`src/rtl/game_core_ctrl.sv`:
```
// game_core_ctrl: screen state machine plus N-channel modulo counter bank with wrap flags and alarm timer.
module game_core_ctrl #(
  parameter int N_CH      = 10,
  parameter int CW        = 4,
  parameter int MODULUS   = 10,
  parameter int INIT_VAL  = 1,
  parameter int ALARM_LEN = 25000000
) (
  input  logic               clk,
  input  logic               rst,
  input  logic               key_help,
  input  logic               key_start,
  input  logic               key_back,
  input  logic               key_count,
  input  logic               key_confirm,
  input  logic               key_quit,
  input  logic               key_up,
  input  logic               key_down,
  input  logic               key_left,
  input  logic               key_right,
  output logic [2:0]         state,
  output logic [4:0]         active_num,
  output logic [3:0]         cursor,
  output logic [N_CH*CW-1:0] counters,
  output logic [N_CH-1:0]    wrap_flags,
  output logic               alarm,
  output logic               game_over
);
  localparam int TW = $clog2(ALARM_LEN + 1);
  localparam logic [2:0] S_START = 3'd0, S_HELP = 3'd1, S_SELECT = 3'd2, S_PLAY = 3'd3, S_OVER = 3'd4;
  logic [2:0]         nxt_state;
  logic [N_CH*CW-1:0] nxt_cnt;
  logic [N_CH-1:0]    nxt_flags, act_mask;
  logic [TW-1:0]      timer;
  logic               wrap, all_done, clear;
  function automatic logic [CW-1:0] inc(input logic [CW-1:0] v);
    return (v == CW'(MODULUS - 1)) ? '0 : v + 1'b1;
  endfunction
  always_comb begin
    nxt_cnt = counters;
    nxt_flags = wrap_flags;
    wrap = 1'b0;
    for (int i = 0; i < N_CH; i++) begin
      act_mask[i] = i < int'(active_num);
      if (state == S_PLAY && !key_quit && act_mask[i] &&
          (key_confirm || ((key_up || key_down) && i == int'(cursor)))) begin
        if (key_confirm || key_up) begin
          nxt_cnt[i*CW +: CW] = inc(counters[i*CW +: CW]);
          if (counters[i*CW +: CW] == CW'(MODULUS - 1)) begin
            nxt_flags[i] = 1'b1;
            wrap = 1'b1;
          end
        end else
          nxt_cnt[i*CW +: CW] = (counters[i*CW +: CW] == '0) ? CW'(MODULUS - 1) : counters[i*CW +: CW] - 1'b1;
      end
    end
  end
  assign all_done = &(nxt_flags | ~act_mask);
  always_ff @(posedge clk)
    state <= rst ? S_START : nxt_state;
  always_comb begin
    nxt_state = state;
    case (state)
      S_START:  nxt_state = key_help ? S_HELP : key_start ? S_SELECT : S_START;
      S_HELP:   nxt_state = key_back ? S_START : key_start ? S_SELECT : S_HELP;
      S_SELECT: nxt_state = key_back ? S_START : key_confirm ? S_PLAY : S_SELECT;
      S_PLAY:   nxt_state = key_quit ? S_START : all_done ? S_OVER : S_PLAY;
      S_OVER:   nxt_state = key_back ? S_START : S_OVER;
      default:  nxt_state = S_START;
    endcase
  end
  always_comb begin
    game_over = state == S_OVER;
    alarm = timer != '0;
  end
  // quit in PLAY and back in OVER share the clearing path with reset, except active_num
  assign clear = (state == S_PLAY && key_quit) || (state == S_OVER && key_back);
  always_ff @(posedge clk) begin
    if (rst || clear) begin
      counters <= '0;
      wrap_flags <= '0;
      cursor <= '0;
      timer <= '0;
      if (rst) active_num <= 5'd1;
    end else begin
      counters <= nxt_cnt;
      wrap_flags <= nxt_flags;
      timer <= wrap ? TW'(ALARM_LEN) : alarm ? timer - 1'b1 : timer;
      if (state == S_SELECT && !key_back) begin
        if (key_confirm) begin
          for (int i = 0; i < N_CH; i++)
            counters[i*CW +: CW] <= act_mask[i] ? CW'(INIT_VAL) : '0;
          cursor <= '0;
          wrap_flags <= '0;
        end else if (key_count)
          active_num <= (active_num == 5'(N_CH)) ? 5'd1 : active_num + 5'd1;
      end
      if (state == S_PLAY && !key_confirm && !key_up && !key_down)
        cursor <= key_right ? (({1'b0, cursor} == active_num - 5'd1) ? '0 : cursor + 4'd1) :
                  key_left  ? ((cursor == '0) ? 4'(active_num - 5'd1) : cursor - 4'd1) : cursor;
    end
  end
endmodule

```
`config.mk`:
```
export PLATFORM = sky130hd
export DESIGN_NAME = game_core_ctrl
export DESIGN_NICKNAME = d
export VERILOG_FILES = /design/src/rtl/game_core_ctrl.sv
export SDC_FILE = /design/constraint.sdc
export NUM_CORES = 1
export LEC_CHECK = 0
export ABC_AREA = 1
export CELL_PAD_IN_SITES_DETAIL_PLACEMENT = 0
export CELL_PAD_IN_SITES_GLOBAL_PLACEMENT = 1
export CORE_MARGIN = 2
export CORE_UTILIZATION = 41
export CTS_BUF_LIST = sky130_fd_sc_hd__clkbuf_8
export DETAILED_ROUTE_END_ITERATION = 8
export GPL_ROUTABILITY_DRIVEN = 0
export HOLD_SLACK_MARGIN = 0.05
export PLACE_DENSITY_LB_ADDON = 0.12
export SETUP_SLACK_MARGIN = 0.3
export SLEW_MARGIN = 15
export SYNTH_ARGS = -nofsm -noshare
export SYNTH_HDL_FRONTEND = slang
export SYNTH_SLANG_ARGS = --single-unit
```
`constraint.sdc`:
```
create_clock -name clk -period 2.2 [get_ports clk]
set_input_delay 0.22 -clock clk [delete_from_list [all_inputs] [get_ports clk]]
set_output_delay 0.22 -clock clk [all_outputs]
set_load 0.005 [all_outputs]
```
==> results.toml <==
[sta]
fin_skew_ns = 0.0102
final_hold_viol_count = 0
final.setup.tns_ns = 0
relSlewSlack = 0.701
rsz0062_at_grt = "true"
min_period_ns = 1.93
drv_slew = 0
worst_slew_pin_slew_ns = 0.444
setup_viol = 0
max_freq_ghz = 0.517
fin_crit_sh = 0.879

[die]
die_h_um = 124
die_w_um = 124
start_util = 0.421
std_cell_rows = 43
dieArea_mm2 = 0.0153
ios = 76
core_mm2 = 0.0139

[synth]
syn_area_per_cell_um2 = 6.64
syn_nets = 906
synth_edf_count = 5
synth_top_area_cell = "dfxtp_1"
synthCells = 884
synth_seq_cells = 87
synth_ff_type = "dfxtp_1"
yosys_warnings = 0
yosysUniqueCellTypes = 49
async_flop_share = 0
synth_top_area_frac = 0.280
synth_area_mm2 = 0.00587
yosys-top-cells-area = "dfxtp_1 (28%), nand2_1 (9.3%), nor2_1 (8.2%)"
ys_seq_area_frac = 0.305

[clocking]
clockRootBuffer = "clkbuf_8"
hold_buffers = 0
clk_path_buf_depth = 2
clock-sinks = 87
cts_tree = "built"
numCtsBuffers = 9
clk_latency_ns = 0.38
clk_pin_slew_ns = 0.09
htreeDepth = 3

[setup_path]
crit_chain = "inv_2 -> ha_4 -> inv_2 -> nor2_1 -> o21ai_1 -> a21oi_1 -> nand4_1 -> nand2_1 -> nand2_1 -> nand3_2 -> a21oi_2"
start_kind = "register"
cp.required_ns = 2.48
max_stage_delay_ns = 0.53
crit_path_end_kind = "register"
worst-setup-path-type = "reg2reg"
cp.arrival_ns = 2.21
critical_path.max_fanout = 5
cp_slowest_cell = "edfxtp_1"

[global_route]
grt_usage = 0.238
grt_pass1_vias = 5757
grt_overflow = 0
grt_pass1_wl_um = 28500
grt_max_degree = 24
antenna_found_initial = 0

[placement]
port-buffer-count = 75
hpwlAfterDp_um = 13300

[flow_run]
maxCapViolations = 0

[power]
irDropWorstVdd_mv = 0.449
cellLeakagePower_nw = 3.32
powerDensity_mw_per_mm2 = 727

[layout]
fill_cells = 1356
final_cell_mix = "nand2_1 (140), nor2_1 (104), inv_1 (100), clkdlybuf4s50_1 (74), dfxtp_1 (68)"
final_nets = 1042
final_common_cell = "nand2_1"
layout-drive-gt1-share = 0.219
insertedDiodeCount = 0
final_core_util = 0.558
syn_to_final_growth_pct = 32.7

[routing]
drc_errors = 0
routed_wl_um = 18400
num_vias = 6399
routedWlPerCell_um = 15.2
drt-initial-drc-count = 603
ant_nets = 0
drt_first_pass_iters = 5
via_per_inst = 5.31

[min_path]
hp-class = "reg2reg"

[run_status]
outcome = "finished, final reports clean"
## cells in the mapped netlist (6+ instances only)
master / n
nand2_1: 145
nor2_1: 128
inv_1: 107
dfxtp_1: 82
o21ai_0: 68
a21oi_1: 65
nand3_1: 64
nor2_2: 20
xor2_1: 16
nor3_1: 15
a211oi_1: 14
o211ai_1: 14
a31oi_1: 10
ha_1: 10
nand4_1: 10
a21oi_2: 9
nand2_2: 9
xnor2_1: 9
buf_2: 8
inv_2: 8
nand3_2: 8
a221oi_1: 7
nor2_4: 6
## path summary, 6_finish.rpt
path                 startpoint  slack (ns)  cells past startpoint         to
setup / recovery  active_num[1]        0.27                     11  cursor[0]
hold / removal        timer[23]        0.49                      2  timer[23]
setup reg to reg  active_num[1]        0.27                     11  cursor[0]
hold reg to reg       timer[23]        0.49                      2  timer[23]
## report_power, final
part	internal [mW]	switching (mW)
logic	1.09	1.38
registers	1.77	0.204
clock network	0.561	0.650
## cell type report
cell class	count	area [um^2]	share of cell area
multi-input combinational	661	3760	0.484
clock buffer	10	138	0.0177
tap	180	225	0.0289
inverter	119	459	0.0590
sequential	87	1810	0.233
clock inverter	6	66.3	0.00852
timing repair buffer	142	1320	0.169
## layer usage
metal,track usage,part of all wire
met1,0.325,0.47
met2,0.390,0.47
met3,0.0430,0.049
met4,0.0575,0.012
met5,0,0
## metrics by stage
| stage | power [mW] | setup WS (ns) | instances | hold WS (ns) | area [um^2] |
|---|---|---|---|---|---|
| global placement | 3.83 | 0.00504 | 1154 | 0.468 | 7010 |
| detailed placement | 3.85 | -0.0493 | 1154 | 0.468 | 7010 |
| global route | 6.05 | 0.175 | 1205 | 0.496 | 7780 |
| CTS | 5.34 | 0.254 | 1189 | 0.486 | 7450 |
| finish | 5.66 | 0.266 | 1205 | 0.486 | 7780 |
| floorplan | 3.33 | 0.421 | 884 | 0.289 | 5870 |
## cells by family (layout without fill, tap and decap cells)
logic type,Yosys count,after routing,share of synthesized area
compound gates,197,197,0.196
xor+xnor,25,25,0.0373
fa+ha+maj,10,10,0.0213
buf+inv,137,277,0.0945
flops,87,87,0.305
simple gates,428,429,0.345
## timing repair
action | 4_1_cts | 5_1_grt
gates cloned | 1 | 1
setup buffers | 18 | 15
resized for setup | 31 | 61
endpoints found under the setup margin | 65 | 64
pin swaps | 17 | 32
## critical path, delay by kind of cell (launching register included)
kind                       cells  cell delay (ns)
DFF                            1             0.53
buffers and inverters          2             0.15
adders and majority gates      1             0.30
and+or+nand+nor                5             0.57
AOI/OAI and AO/OA              3             0.28
## registers in the layout, summed over array words and instances, names as in the netlist
register and count:
state 3, counters 40, active_num 5, timer 25
wrap_flags 10, cursor 4
(Power assumes the default switching activity.)
